### src/rtl/decode_ctrl_pipe.sv
// RV32I decode/control stage: turns a fetched instruction into a registered control bundle,
// inserts one bubble per load-use hazard, honours flush and flags illegal encodings.
module decode_ctrl_pipe #(
    parameter int unsigned M_EXT     = 0,
    parameter int unsigned HAZARD_EN = 1,
    parameter int unsigned CNT_W     = 16
) (
    input  logic             clk,
    input  logic             rst_n,
    input  logic             in_valid,
    input  logic [31:0]      in_instr,
    output logic             in_ready,
    input  logic             flush,
    output logic             out_valid,
    input  logic             out_ready,
    output logic             out_wr_en,
    output logic             out_lw_en,
    output logic             out_sw_en,
    output logic             out_sub_en,
    output logic             out_jal_en,
    output logic             out_jalr_en,
    output logic             out_br_en,
    output logic [3:0]       out_alu_op,
    output logic [2:0]       out_funct3,
    output logic [4:0]       out_rd,
    output logic [4:0]       out_rs1,
    output logic [4:0]       out_rs2,
    output logic [31:0]      out_imm,
    output logic             out_illegal,
    output logic [CNT_W-1:0] stall_cnt
);

    typedef enum logic [6:0] {
        OPC_LUI    = 7'b0110111,
        OPC_AUIPC  = 7'b0010111,
        OPC_JAL    = 7'b1101111,
        OPC_JALR   = 7'b1100111,
        OPC_BRANCH = 7'b1100011,
        OPC_LOAD   = 7'b0000011,
        OPC_STORE  = 7'b0100011,
        OPC_OPIMM  = 7'b0010011,
        OPC_OP     = 7'b0110011
    } opcode_e;

    typedef enum logic [3:0] {
        ALU_ADD    = 4'd0,
        ALU_SUB    = 4'd1,
        ALU_SLL    = 4'd2,
        ALU_SLT    = 4'd3,
        ALU_SLTU   = 4'd4,
        ALU_XOR    = 4'd5,
        ALU_SRL    = 4'd6,
        ALU_SRA    = 4'd7,
        ALU_OR     = 4'd8,
        ALU_AND    = 4'd9,
        ALU_MUL    = 4'd10,
        ALU_PASS_B = 4'd11
    } alu_op_e;

    logic [6:0]  opcode;
    logic [4:0]  rd;
    logic [2:0]  funct3;
    logic [4:0]  rs1;
    logic [4:0]  rs2;
    logic [6:0]  funct7;

    logic [31:0] imm_i;
    logic [31:0] imm_s;
    logic [31:0] imm_b;
    logic [31:0] imm_u;
    logic [31:0] imm_j;

    logic        d_writes;
    logic        d_wr_en;
    logic        d_lw_en;
    logic        d_sw_en;
    logic        d_sub_en;
    logic        d_jal_en;
    logic        d_jalr_en;
    logic        d_br_en;
    logic        d_illegal;
    alu_op_e     d_alu_op;
    logic [31:0] d_imm;
    logic        uses_rs1;
    logic        uses_rs2;

    logic        hazard;
    logic        advance;

    assign opcode = in_instr[6:0];
    assign rd     = in_instr[11:7];
    assign funct3 = in_instr[14:12];
    assign rs1    = in_instr[19:15];
    assign rs2    = in_instr[24:20];
    assign funct7 = in_instr[31:25];

    assign imm_i = {{20{in_instr[31]}}, in_instr[31:20]};
    assign imm_s = {{20{in_instr[31]}}, in_instr[31:25], in_instr[11:7]};
    assign imm_b = {{19{in_instr[31]}}, in_instr[31], in_instr[7], in_instr[30:25],
                    in_instr[11:8], 1'b0};
    assign imm_u = {in_instr[31:12], 12'h000};
    assign imm_j = {{11{in_instr[31]}}, in_instr[31], in_instr[19:12], in_instr[20],
                    in_instr[30:21], 1'b0};

    // Shared by OP-IMM and OP; alt selects SRA over SRL (instr[30]).
    function automatic alu_op_e f3_alu(input logic [2:0] f3, input logic alt);
        alu_op_e op;
        case (f3)
            3'b000:  op = ALU_ADD;
            3'b001:  op = ALU_SLL;
            3'b010:  op = ALU_SLT;
            3'b011:  op = ALU_SLTU;
            3'b100:  op = ALU_XOR;
            3'b101:  op = alt ? ALU_SRA : ALU_SRL;
            3'b110:  op = ALU_OR;
            default: op = ALU_AND;
        endcase
        return op;
    endfunction

    always_comb begin
        d_writes  = 1'b0;
        d_lw_en   = 1'b0;
        d_sw_en   = 1'b0;
        d_sub_en  = 1'b0;
        d_jal_en  = 1'b0;
        d_jalr_en = 1'b0;
        d_br_en   = 1'b0;
        d_illegal = 1'b0;
        d_alu_op  = ALU_ADD;
        d_imm     = '0;
        uses_rs1  = 1'b0;
        uses_rs2  = 1'b0;
        case (opcode)
            OPC_LUI: begin
                d_writes = 1'b1;
                d_alu_op = ALU_PASS_B;
                d_imm    = imm_u;
            end
            OPC_AUIPC: begin
                d_writes = 1'b1;
                d_imm    = imm_u;
            end
            OPC_JAL: begin
                d_writes = 1'b1;
                d_jal_en = 1'b1;
                d_imm    = imm_j;
            end
            OPC_JALR: begin
                d_writes  = 1'b1;
                d_jalr_en = 1'b1;
                d_imm     = imm_i;
                uses_rs1  = 1'b1;
            end
            OPC_BRANCH: begin
                d_br_en  = 1'b1;
                d_imm    = imm_b;
                uses_rs1 = 1'b1;
                uses_rs2 = 1'b1;
            end
            OPC_LOAD: begin
                d_writes = 1'b1;
                d_lw_en  = 1'b1;
                d_imm    = imm_i;
                uses_rs1 = 1'b1;
            end
            OPC_STORE: begin
                d_sw_en  = 1'b1;
                d_imm    = imm_s;
                uses_rs1 = 1'b1;
                uses_rs2 = 1'b1;
            end
            OPC_OPIMM: begin
                d_writes = 1'b1;
                d_alu_op = f3_alu(funct3, in_instr[30]);
                d_imm    = imm_i;
                uses_rs1 = 1'b1;
            end
            OPC_OP: begin
                uses_rs1 = 1'b1;
                uses_rs2 = 1'b1;
                if (funct7 == 7'b0000000) begin
                    d_writes = 1'b1;
                    d_alu_op = f3_alu(funct3, 1'b0);
                end else if (funct7 == 7'b0100000) begin
                    d_writes = 1'b1;
                    if (funct3 == 3'b000) begin
                        d_sub_en = 1'b1;
                        d_alu_op = ALU_SUB;
                    end else begin
                        d_alu_op = f3_alu(funct3, 1'b1);
                    end
                end else if (funct7 == 7'b0000001 && M_EXT != 0) begin
                    d_writes = 1'b1;
                    d_alu_op = ALU_MUL;
                end else begin
                    d_illegal = 1'b1;
                end
            end
            default: d_illegal = 1'b1;
        endcase
        d_wr_en = d_writes && (rd != '0) && !d_illegal;
    end

    assign hazard = (HAZARD_EN != 0) && out_valid && out_lw_en && (out_rd != '0) && in_valid
                    && ((uses_rs1 && rs1 == out_rd) || (uses_rs2 && rs2 == out_rd));

    assign advance  = !out_valid || out_ready;
    assign in_ready = !flush && advance && !hazard;

    // Flush and bubbles only drop out_valid; the payload is don't-care until the next load.
    always_ff @(posedge clk or negedge rst_n) begin
        if (!rst_n) begin
            out_valid   <= 1'b0;
            out_wr_en   <= 1'b0;
            out_lw_en   <= 1'b0;
            out_sw_en   <= 1'b0;
            out_sub_en  <= 1'b0;
            out_jal_en  <= 1'b0;
            out_jalr_en <= 1'b0;
            out_br_en   <= 1'b0;
            out_alu_op  <= '0;
            out_funct3  <= '0;
            out_rd      <= '0;
            out_rs1     <= '0;
            out_rs2     <= '0;
            out_imm     <= '0;
            out_illegal <= 1'b0;
        end else if (flush) begin
            out_valid <= 1'b0;
        end else if (advance) begin
            if (in_valid && !hazard) begin
                out_valid   <= 1'b1;
                out_wr_en   <= d_wr_en;
                out_lw_en   <= d_lw_en;
                out_sw_en   <= d_sw_en;
                out_sub_en  <= d_sub_en;
                out_jal_en  <= d_jal_en;
                out_jalr_en <= d_jalr_en;
                out_br_en   <= d_br_en;
                out_alu_op  <= d_alu_op;
                out_funct3  <= funct3;
                out_rd      <= rd;
                out_rs1     <= rs1;
                out_rs2     <= rs2;
                out_imm     <= d_imm;
                out_illegal <= d_illegal;
            end else begin
                out_valid <= 1'b0;
            end
        end
    end

    always_ff @(posedge clk or negedge rst_n) begin
        if (!rst_n) begin
            stall_cnt <= '0;
        end else if (hazard && advance && !flush && stall_cnt != '1) begin
            stall_cnt <= stall_cnt + 1'b1;
        end
    end

endmodule

### config.mk
export PLATFORM = sky130hd
export DESIGN_NAME = decode_ctrl_pipe
export DESIGN_NICKNAME = d
export VERILOG_FILES = /design/src/rtl/decode_ctrl_pipe.sv
export SDC_FILE = /design/constraint.sdc
export NUM_CORES = 1
export LEC_CHECK = 0
export ABC_AREA = 1
export BUFFER_PORTS_ARGS = -buffer_cell sky130_fd_sc_hd__buf_4
export CAP_MARGIN = 20
export CORE_MARGIN = 2
export CORE_UTILIZATION = 55
export CTS_CLUSTER_DIAMETER = 60
export CTS_CLUSTER_SIZE = 16
export DETAILED_ROUTE_END_ITERATION = 6
export GPL_TIMING_DRIVEN = 0
export PLACE_DENSITY = 0.83
export SLEW_MARGIN = 20
export SYNTH_ARGS = -nofsm -noshare
export SYNTH_HDL_FRONTEND = slang
export SYNTH_SLANG_ARGS = --single-unit
### constraint.sdc
create_clock -name clk -period 3.8 [get_ports clk]
set_input_delay 0.38 -clock clk [delete_from_list [all_inputs] [get_ports clk]]
set_output_delay 0.38 -clock clk [all_outputs]
set_load 0.005 [all_outputs]
==> impl_results.md <==
- Outcome: finished clean
- Critical path's slowest cell: dfrtp_1
- Period utilization: 63.28%
- Measured slew at the worst slew-check pin: 541.5 ps
- Largest cells by area after synthesis: dfrtp_1, nand2_1, o21ai_2
- Distinct cells, synth: 43
- Die area: 8915 um2
- Final Hold Viols: 0
- Setup_tns: 0 ps
- Crit. End Element: output pin
- R2R Path End: stall_cnt[2]
- Total global routing track utilization: 28.49%
- Relative slew slack: 63.63%
- DRC viols: 0
- Crit path max fanout: 10
- Syn_area_per_cell: 8.533 um2
- Vias per inst: 5.516
- Core Area: 7807 um2
- Worst path cell trace: nor3_1 > nand3_1 > nand4_1 > inv_1 > a21oi_4 > buf_2 > buf_4
- Worst Path Arrival: 2020 ps
- CTS H-Tree Depth: 3
- CTS max path bufs: 2
- Largest net degree at the start of global routing: 80
- RR Startpoint: stall_cnt[0]
- Num rows: 32
- Synth top area share: 43.96%
- Post-layout util: 73.83%
- Hold Crit Endpoint: out_valid
- Vias in the first global route: 3,953
- Maxcap violations: 0
- Drt first pass iters: 5
- Initial core utilization: 57.60%
- Final setup fails: 0
- Final Power: 2.020 mW
- RSZ-0062 raised after global routing: false
- Port Buffers: 114
- WL per Instance: 16.19 um
- First-pass GRT wire length: 19.54 mm
- DR vias: 4,198
- Worst-case hold slack: 214.5 ps
- CTS tree: built
- Depth of the worst register-to-register path: 9
- Initial antenna violation count: 0
- Worst EP required: 3420 ps
- Final WL: 12.32 mm
- DIE HEIGHT: 94.42 um
- Nets: 692
- Post-layout minimum cycle time: 2405 ps
- Final slew viol count: 0
- Clk_skew: 11.35 ps
- Setup CP Type: flip-flop to output pin
- Hold Path Origin: flush
- Hold crit path type: primary input to flip-flop
- Hpwl dp: 9.144 mm
- Syn. warnings: 0
- Yosys reg bits: 79
- Die W: 94.42 um
- Clock sinks: 79
- Syn nets: 565
- R2R setup slack: 1800 ps
- Power per cell area: 350.5 nW/um2
- CP peak stage delay: 460 ps
- CTS clk-pin slew, worst paths: 80 ps
- GPL Wtd Cong: 0.9266
- Max VDD drop: 0.2346 mV
- DRT antenna net count: 0
- Area growth syn-to-layout: 28.19%
- LEAKAGE: 2.975 nW
- # fillers: 597
- Area of the multi-input gates: 2082 um2
- F_max: 0.4158 GHz
- Share of cells above drive strength 1: 32.63%
- Area leader, netlist: dfrtp_1
- Clock root cell: clkbuf_8
- Register Area: 1977 um2
- Ports: 117
- Ant. Diodes: 0
- CP startpoint kind: flip-flop
- CTS buffer count: 9
- Postcts setup bufs: 0
- WHS Path Cells: 2
- Initial DRC Count: 274
- Synthesized cell area: 4497 um2
- Sequential fraction of the synthesis area: 43.96%
- Remaining Overflow, GRT: 0
- Mapped Cells: 527
- Skew-Pair Late Insertion Delay: 360 ps
[worst max-delay path by stage]
stage,depth (start not counted),startpoint,slack [ps],endpoint
4_1_cts,7,out_rd[0],1400,in_ready
3_3_place_gp,12,in_instr[1],1560,in_ready
3_5_place_dp,12,in_instr[1],1540,in_ready
2_1_floorplan,10,in_instr[1],2050,in_ready
6_report,7,out_rd[0],1400,in_ready
5_1_grt,7,out_rd[0],1250,in_ready
[logic make-up after synthesis]
| logic type | after synthesis | share of synthesized area (%) |
|---|---|---|
| flip-flops | 79 | 43.96 |
| XOR/XNOR | 14 | 2.727 |
| buffers and inverters | 83 | 9.738 |
| AND/OR/NAND/NOR | 248 | 25.57 |
| adder cells (fa/ha/maj) | 1 | 0.2782 |
| AO/OA/AOI/OAI | 102 | 17.72 |
[timing repair]
item	in CTS	in global routing
resized for setup	0	0
hold buffers	0	1
hold endpoints to repair	0	24
[power by group]
group / internal (mW) / switching, mW / leakage [nW]
sequential: 0.884 / 0.0407 / 1.00
clock: 0.455 / 0.319 / 0.116
combinational: 0.151 / 0.172 / 1.86
[layout by cell type, fill, tap and decap left out, types with 9 or more instances in the layout]
master    synthesis  layout
nand2_1         139     139
buf_4             1     115
dfrtp_1          79      79
inv_1            60      60
o21ai_2          46      46
nand3_1          43      43
nor2_1           29      29
a22oi_1          16      16
o21bai_1         12      12
clkbuf_8          0      10
nand4_1           9       9
xor2_1            9       9
a211oi_1          9       9
[worst max-delay path, delay by kind of cell, from the launching register on]
kind / cells / cell delay, ps
flops: 1 / 460
buf+inv: 3 / 530
simple gates: 3 / 410
compound gates: 1 / 270
[per-layer routing]
layer  vias to the layer above  track usage, %  share of wire, %
met5                         -               0                 0
met4                         0           11.47               2.1
met3                        28           5.028               7.2
met2                       180           46.96                48
met1                      2004           37.42                43
li1                       1986               -                 -
[stage by stage]
step,cell area (um2),setup WS [ps],instances
finish,5764,1395,761
global route,5764,1252,761
CTS,5727,1404,759
detailed placement,5480,1541,743
global placement,5480,1562,743
floorplan,4497,2047,527
[flip-flops by register name, indices dropped and copies added (netlist names)]
register     flops
out_rd           5
out_funct3       3
out_jalr_en      1
out_br_en        1
out_imm         32
out_jal_en       1
out_lw_en        1
out_sub_en       1
out_rs2          5
out_illegal      1
stall_cnt       16
out_sw_en        1
out_valid        1
out_wr_en        1
out_alu_op       4
out_rs1          5
[synth_stat cells (all sizes together)]
cell type,count
inv,63
o2111ai,1
clkbuf,6
xor2,9
o21bai,12
nand3,45
o211ai,1
dfrtp,79
nand2,145
nor3,5
o21ai,57
nor4,3
nand3b,2
ha,1
nor3b,1
buf,14
a21oi,4
a22oi,16
a31oi,1
o31ai,1
nand4,10
a211oi,9
xnor2,5
nor2,37
[cell type report]
type,instances,share of cell area [%]
repair buffers,116,15.50
clock inverters,5,1.823
plain buffers,20,3.495
well taps,102,2.214
multi-input cells,365,36.12
flip-flops and latches,79,34.30
inverters,63,4.102
clock buffers,11,2.453
(Power assumes the default switching activity.)
